`config.mk`:
```
export PLATFORM = sky130hd
export DESIGN_NAME = mpmc10_state_hist
export DESIGN_NICKNAME = d
export VERILOG_FILES = /design/src/rtl/mpmc10_state_hist.sv
export SDC_FILE = /design/constraint.sdc
export NUM_CORES = 1
export LEC_CHECK = 0
export CORE_ASPECT_RATIO = 1.2
export CORE_MARGIN = 4
export CORE_UTILIZATION = 55
export DETAILED_ROUTE_END_ITERATION = 8
export DONT_BUFFER_PORTS = 1
export PLACE_DENSITY = 0.75
export RECOVER_POWER = 100
export SETUP_SLACK_MARGIN = 0.05
export SYNTH_ARGS = -nofsm -noshare
export SYNTH_HDL_FRONTEND = slang
export SYNTH_SLANG_ARGS = --single-unit
```
`constraint.sdc`:
```
create_clock -name clk -period 5.93 [get_ports clk]
set_clock_uncertainty 0.15 [all_clocks]
set_input_delay 0.593 -clock clk [delete_from_list [all_inputs] [get_ports clk]]
set_output_delay 0.593 -clock clk [all_outputs]
set_load 0.05 [all_outputs]
```
`src/rtl/mpmc10_state_hist.sv`:
```
// rtl/mpmc10_state_hist.sv - state-history tracker beside the mpmc10 controller FSM
// Optional stuck-state watchdog compiled in with `define MPMC10_STATE_HIST_TIMEOUT_EN.
module mpmc10_state_hist #(
  parameter int W         = 4,
  parameter int DEPTH     = 4,
  parameter int IDLE_CODE = 0,
  parameter int CW        = 8,
  parameter int TIMEOUT   = 200,
  parameter int TCW       = 16
) (
  input  logic                 clk,
  input  logic                 rst,
  input  logic [W-1:0]         state,
  input  logic                 clr_timeout,
  output logic [W-1:0]         prev_state,
  output logic [W-1:0]         cur_state,
  output logic [DEPTH*W-1:0]   hist,
  output logic                 changed,
  output logic [CW-1:0]        dwell,
  output logic [TCW-1:0]       trans_cnt,
  output logic                 timeout,
  output logic [W-1:0]         timeout_state
);

  localparam logic [W-1:0]  IDLE      = W'(IDLE_CODE);
  localparam logic [CW-1:0] DWELL_MAX = '1;

  logic               trans;
  logic               state_idle;
  logic [DEPTH*W-1:0] hist_next;

  assign trans      = (state != cur_state);
  assign state_idle = (state == IDLE);

  // Entry 0 takes the state being left; older entries move one slot down.
  always_comb begin
    hist_next = hist;
    hist_next[0 +: W] = cur_state;
    for (int i = 1; i < DEPTH; i++) begin
      hist_next[i*W +: W] = hist[(i-1)*W +: W];
    end
  end

  always_ff @(posedge clk) begin
    if (rst) begin
      prev_state <= IDLE;
      cur_state  <= IDLE;
      hist       <= {DEPTH{IDLE}};
      changed    <= 1'b0;
      dwell      <= '0;
      trans_cnt  <= '0;
    end else begin
      cur_state <= state;
      // Legacy previous-state rule: idle forces, any other new value is taken.
      if (state_idle) begin
        prev_state <= IDLE;
      end else if (state != prev_state) begin
        prev_state <= state;
      end

      if (trans) begin
        hist      <= hist_next;
        changed   <= 1'b1;
        trans_cnt <= trans_cnt + TCW'(1);
        dwell     <= '0;
      end else begin
        changed <= 1'b0;
        if (state_idle) begin
          dwell <= '0;
        end else if (dwell != DWELL_MAX) begin
          dwell <= dwell + CW'(1);
        end
      end
    end
  end

`ifdef MPMC10_STATE_HIST_TIMEOUT_EN
  localparam logic [CW-1:0] TRIP = CW'(TIMEOUT - 1);

  logic wd_set;

  assign wd_set = (cur_state != IDLE) && !trans && (dwell == TRIP);

  // Set beats clear; the captured state is frozen while the flag stays up.
  always_ff @(posedge clk) begin
    if (rst) begin
      timeout       <= 1'b0;
      timeout_state <= IDLE;
    end else if (wd_set) begin
      timeout <= 1'b1;
      if (!timeout || clr_timeout) begin
        timeout_state <= cur_state;
      end
    end else if (clr_timeout) begin
      timeout <= 1'b0;
    end
  end
`else
  logic unused_clr;

  assign unused_clr    = clr_timeout;
  assign timeout       = 1'b0;
  assign timeout_state = IDLE;
`endif

endmodule

```
==> run metrics, run 1 <==
CP Max Fanout=46; setup TNS=0 ns; DR WL/cell=15.0 um; Clock Sink Count=49; Hold-fix buffers, CTS=0; detailed-route via count=1,581; Iteration-0 DRC Markers=99; mux cell area share after synthesis=0.0104; IR drop worst, VDD=0.200 mV; Design Power=0.645 mW; Final Util=0.613; critical path endpoint category=register; reg2reg setup slack=2.37 ns; routed wire length=4030 um; largest stage delay on the critical path=1.25 ns; crit path DAT=3.61 ns; Ant. Diodes=0; Post-Syn Area=0.00204 mm2; chip height=74.7 um; final setup fails=0; Die Area=0.00475 mm2; detailed placement HPWL=2790 um; power per cell area=305 mW/mm2; Synth area leaders=dfxtp_1 (48%), a21oi_1 (7.6%), nand2_1 (7.4%), or4_1 (3.3%), o31ai_1 (2.9%); post-synthesis adder-cell area fraction=0.0123; Max Cap Viol=1; Nets=240; Synth area leader=dfxtp_1; Fill cells=330; critical path type=reg -> reg; post-synthesis xor/xnor area fraction=0.0301; DRT antenna net count=0; Max clock buf depth=2; post_cts resized=0; CP max stage cell=clkbuf_1; ys async rst share=0; fmax=0.281 GHz; final worst-path cycle share=0.601; vias in the first global route=1,444; CTS tree=yes; Yosys cell types=42; Synth Area in Simple Gates=0.264; Setup Buffers After CTS=0; CTS Buf Count=5; Critical Path RT=5.98 ns; final count of hold timing violations=0; Final GP Congestion=0.783; Die X=63.6 um; RSZ-0062 raised after global routing=no; Root Buffer=clkbuf_8; DRC=0; commonest non-fill, non-tap cells in the layout=dfxtp_1 (49), nand2_1 (40), a21oi_1 (31), nand3_1 (11), nor2_1 (10); total core area=0.00345 mm2; H-tree depth=2; Synth Warn #=0; Rows=23; # port buffers=0; initial core utilization=0.590; clock period minus worst slack=3.56 ns; global-route wire length before repair=6560 um; Syn Area/Cell=8.70 um2; post-synthesis sequential area ratio=0.482; CP Launch Type=register; most common cell after layout, fill and taps aside=dfxtp_1; initial antenna violation count=0; area grow syn2layout=3.87%; number of synthesized register bits=49; status=complete, but fails checks; Worst slew margin=-0.164; Worst Tran Pin Value=1.75 ns; area fraction in compound gates after synthesis=0.144; Post-synth EDFFs=0; Syn Inst Count=234; # IOs=61; Leak Pwr=0.697 nW; Placed Instances=261; final non-filler cell total=269; Clock transition at path regs=0.09 ns; vias per inst=5.88; Final Max Tran Viols=47; layout cells sized above 1=0.0690; drt pass-1 iters=4; worst skew pair latency=0.29 ns; critical-path cell list=xnor2_1, and4_1, clkbuf_1, nand3_1, a311oi_1; largest net degree at the start of global routing=47; GRT Total Usage=0.174; largest family of logic cells by synthesized area=simple AND/OR/NAND/NOR gates; failing checks=capacitance limit, slew limit; area share of the largest cell type after synthesis=0.482; Min-Delay Path Class=in -> reg; Primary FF master, synth=dfxtp_1; total grt overflow=0
cell type report:
| class | instances | area (um2) | area share |
|---|---|---|---|
| repair buffers | 1 | 3.75 | 0.00177 |
| flip-flops and latches | 49 | 981 | 0.464 |
| inverters | 6 | 22.5 | 0.0106 |
| well taps | 37 | 46.3 | 0.0219 |
| clock buffers | 5 | 68.8 | 0.0325 |
| clock inverters | 3 | 43.8 | 0.0207 |
| multi-input cells | 168 | 950 | 0.449 |
kinds of logic after synthesis:
kind of cell	Yosys count
adders and majority gates	2
DFF	49
and+or+nand+nor	102
muxes	2
buffers and inverters	21
xor gates and xnor gates	7
other	1
AOI/OAI and AO/OA	50
worst max-delay path: cells and delay by family (launching register included):
family                    cells  cell delay [ns]
and+or+nand+nor               2             0.80
DFF                           1             0.70
xor gates and xnor gates      1             0.20
buffers and inverters         1             1.25
AOI/OAI and AO/OA             1             0.35
metrics by stage:
stage                     cell area, um2  setup WS, ns  hold slack (ns)
final                               2120          2.37            0.208
after CTS                           2130          3.44            0.195
after global routing                2120          2.04            0.182
after global placement              2010          3.46            0.517
after floorplan                     2050          3.60            0.521
after detailed placement            2010          3.45            0.517
cell usage after synthesis, types with 2 or more instances:
cell type	instances
nor3_1	5
a21oi_1	31
or3_1	3
nor2b_1	9
or4_1	9
nand2_1	40
buf_1	2
dfxtp_1	49
buf_4	6
inv_1	6
xor2_1	2
o31ai_1	8
or4_4	2
nor4_1	2
nand4_1	3
o21ai_0	4
nand3_1	11
xnor2_1	5
clkbuf_1	4
ha_1	2
nor2_1	10
layer usage:
layer / GRT usage / vias to the layer above / part of all wire
met4: 0.0695 / 0 / 0.012
met2: 0.307 / 35 / 0.49
met1: 0.191 / 732 / 0.43
met3: 0.0672 / 5 / 0.070
met5: 0 / - / 0
li1: - / 809 / -
path summary, 6_finish.rpt:
kind | from | endpoint | cells past startpoint
max | cur_state[3]$_SDFF_PP0_ | dwell[6]$_SDFFE_PP0P_ | 5
min | rst | trans_cnt[11]$_SDFFE_PP0P_ | 1
max reg2reg | cur_state[3]$_SDFF_PP0_ | dwell[6]$_SDFFE_PP0P_ | 5
min reg2reg | hist[15]$_SDFFE_PP0P_ | hist[15]$_SDFFE_PP0P_ | 2
state kept, by name, summed over array words and instances, names as in the netlist:
name	cells
hist	16
trans_cnt	16
dwell	8
cur_state	4
prev_state	4
changed	1
where the power goes:
group          switching (mW)  internal [mW]  leakage (nW)
Combinational          0.0215        0.00978         0.240
Clock                   0.107          0.126        0.0585
Sequential             0.0430          0.338         0.399
Total                   0.171          0.474         0.697
(Power assumes the default switching activity.)
==> run 2: changes to the inputs <==
- clock period: 5.93 -> 3.6 ns (I/O delays scaled with it)
==> run 2 against run 1 <==
Against the previous run: the run still ends with capacitance limit, slew limit left; largest cell class unchanged; utilization fell by 0.072 points; setup slack got worse by 1.6 ns; maximum frequency rose by 25%; wire length fell by 1.1%.
==> run metrics, run 2 (synthesis gave the netlist of run 1 again) <==
status=complete, but fails checks (unchanged); failing checks=capacitance limit, slew limit (unchanged); Die X=63.6 um (unchanged); setup TNS=0 ns (unchanged); # port buffers=0 (unchanged); # IOs=61 (unchanged); most common cell after layout, fill and taps aside=dfxtp_1 (unchanged); total core area=0.00345 mm2 (unchanged); Die Area=0.00475 mm2 (unchanged); largest net degree at the start of global routing=39 (was 47); Clock Sink Count=49 (unchanged); WP depth=5 (unchanged); Worst slew margin=-0.0609 (was -0.164); Setup Buffers After CTS=0 (unchanged); Max clock buf depth=2 (unchanged); commonest non-fill, non-tap cells in the layout=dfxtp_1 (49), nand2_1 (40), a21oi_1 (31), nand3_1 (11), or4_1 (11) (was dfxtp_1 (49), nand2_1 (40), a21oi_1 (31), nand3_1 (11), nor2_1 (10)); area grow syn2layout=3.75% (was 3.87%); Worst Tran Pin Value=1.59 ns (was 1.75 ns); Fill cells=324 (was 330); worst skew pair latency=0.30 ns (was 0.29 ns); Clock transition at path regs=0.09 ns (about the same); drt pass-1 iters=4 (unchanged); Final Util=0.612 (was 0.613); Max Cap Viol=1 (unchanged); critical-path cell list=xnor2_1, and4_1, clkbuf_1, o21ai_0, a21oi_1 (was xnor2_1, and4_1, clkbuf_1, nand3_1, a311oi_1); vias per inst=5.88 (about the same); power per cell area=516 mW/mm2 (was 305 mW/mm2); Root Buffer=clkbuf_8 (unchanged); H-tree depth=2 (unchanged); family with the most delay on the worst path=simple AND/OR/NAND/NOR gates (was buffers and inverters); Nets=241 (was 240); hold depth=1 (unchanged); Final GP Congestion=0.753 (was 0.783); CP max stage cell=and4_1 (was clkbuf_1); initial core utilization=0.590 (unchanged); reg2reg end=trans_cnt[4]$_SDFFE_PP0P_ (was dwell[6]$_SDFFE_PP0P_); r2r startpoint=cur_state[0]$_SDFF_PP0_ (was cur_state[3]$_SDFF_PP0_); Design Power=1.09 mW (was 0.645 mW); clock period minus worst slack=2.85 ns (was 3.56 ns); RSZ-0062 raised after global routing=no (unchanged); CTS Buf Count=5 (unchanged); detailed-route via count=1,587 (was 1,581); Min-Delay Path Class=in -> reg (unchanged); Final Max Tran Viols=39 (was 47); crit path DAT=2.91 ns (was 3.61 ns); DR WL/cell=14.8 um (was 15.0 um); Hold Path Sink=cur_state[1]$_SDFF_PP0_ (was trans_cnt[11]$_SDFFE_PP0P_); DRT antenna net count=0 (unchanged); Largest regs=hist: 16 flops, trans_cnt: 16 flops, dwell: 8 flops (unchanged); Ant. Diodes=0 (unchanged); initial antenna violation count=0 (unchanged); DRC=0 (unchanged); IR drop worst, VDD=0.284 mV (was 0.200 mV); chip height=74.7 um (unchanged); Iteration-0 DRC Markers=161 (was 99); Critical Path RT=3.67 ns (was 5.98 ns); global-route wire length before repair=6490 um (was 6560 um); critical path endpoint category=register (unchanged); fmax=0.351 GHz (was 0.281 GHz); final count of hold timing violations=0 (unchanged); layout cells sized above 1=0.0558 (was 0.0690); Leak Pwr=0.684 nW (was 0.697 nW); detailed placement HPWL=2740 um (was 2790 um); critical path type=reg -> reg (unchanged); CTS tree=yes (unchanged); CP Max Fanout=28 (was 46); Hold Startpoint=state[1] (was rst); worst r2r path cells=5 (unchanged); final worst-path cycle share=0.791 (was 0.601); GRT Total Usage=0.173 (was 0.174); total grt overflow=0 (unchanged); largest stage delay on the critical path=0.75 ns (was 1.25 ns); routed wire length=3990 um (was 4030 um); reg2reg setup slack=0.75 ns (was 2.37 ns); Critical Path Source=cur_state[0]$_SDFF_PP0_ (was cur_state[3]$_SDFF_PP0_); CP bufs+invs=1 (unchanged); vias in the first global route=1,431 (was 1,444); Rows=23 (unchanged); final setup fails=0 (unchanged); CP Launch Type=register (unchanged)
## run 2: routing by layer
| layer | up-vias | share of wire | GRT usage |
|---|---|---|---|
| li1 | 811 | - | - |
| met1 | 733 | 0.42 | 0.191 |
| met2 | 38 | 0.50 | 0.292 |
| met3 | 5 | 0.068 | 0.0597 |
| met4 | 0 | 0.013 | 0.101 |
| met5 | - | 0 | 0 |
## run 2: final cells by class
cell class | instances | area (um2) | share of cell area
timing repair buffer | 2 | 7.51 | 0.00355
inverter | 6 | 22.5 | 0.0107
clock buffer | 6 | 82.6 | 0.0391
multi-input combinational | 168 | 936 | 0.443
sequential | 49 | 981 | 0.464
tap | 37 | 46.3 | 0.0219
clock inverter | 2 | 37.5 | 0.0178
## run 2: power breakdown
| group | internal [mW] | leakage (nW) | total, mW | switching, mW |
|---|---|---|---|---|
| combinational | 0.0165 | 0.227 | 0.0578 | 0.0413 |
| sequential | 0.557 | 0.399 | 0.628 | 0.0711 |
| clock | 0.226 | 0.0574 | 0.405 | 0.179 |
## run 2: worst max-delay path by stage
stage	end	slack, ns
final	trans_cnt[4]$_SDFFE_PP0P_	0.75
after global routing	trans_cnt[4]$_SDFFE_PP0P_	0.51
after CTS	dwell[6]$_SDFFE_PP0P_	0.90
after detailed placement	dwell[6]$_SDFFE_PP0P_	0.95
after global placement	dwell[6]$_SDFFE_PP0P_	0.97
after floorplan	trans_cnt[13]$_SDFFE_PP0P_	1.27
## run 2: timing repair
item / CTS / global route
hold buffers: 1 / 0
hold endpoints to repair: 38 / 0
gates resized for setup: 0 / 0
## run 2: stage by stage
stage               setup slack, ns  area, um2  instances  hold slack, ns
floorplan                      1.27       2050        238           0.338
global route                  0.506       2110        270          0.0218
detailed placement            0.953       2010        261           0.285
finish                        0.751       2110        270          0.0359
CTS                           0.904       2150        270          0.0226
global placement              0.971       2010        261           0.284
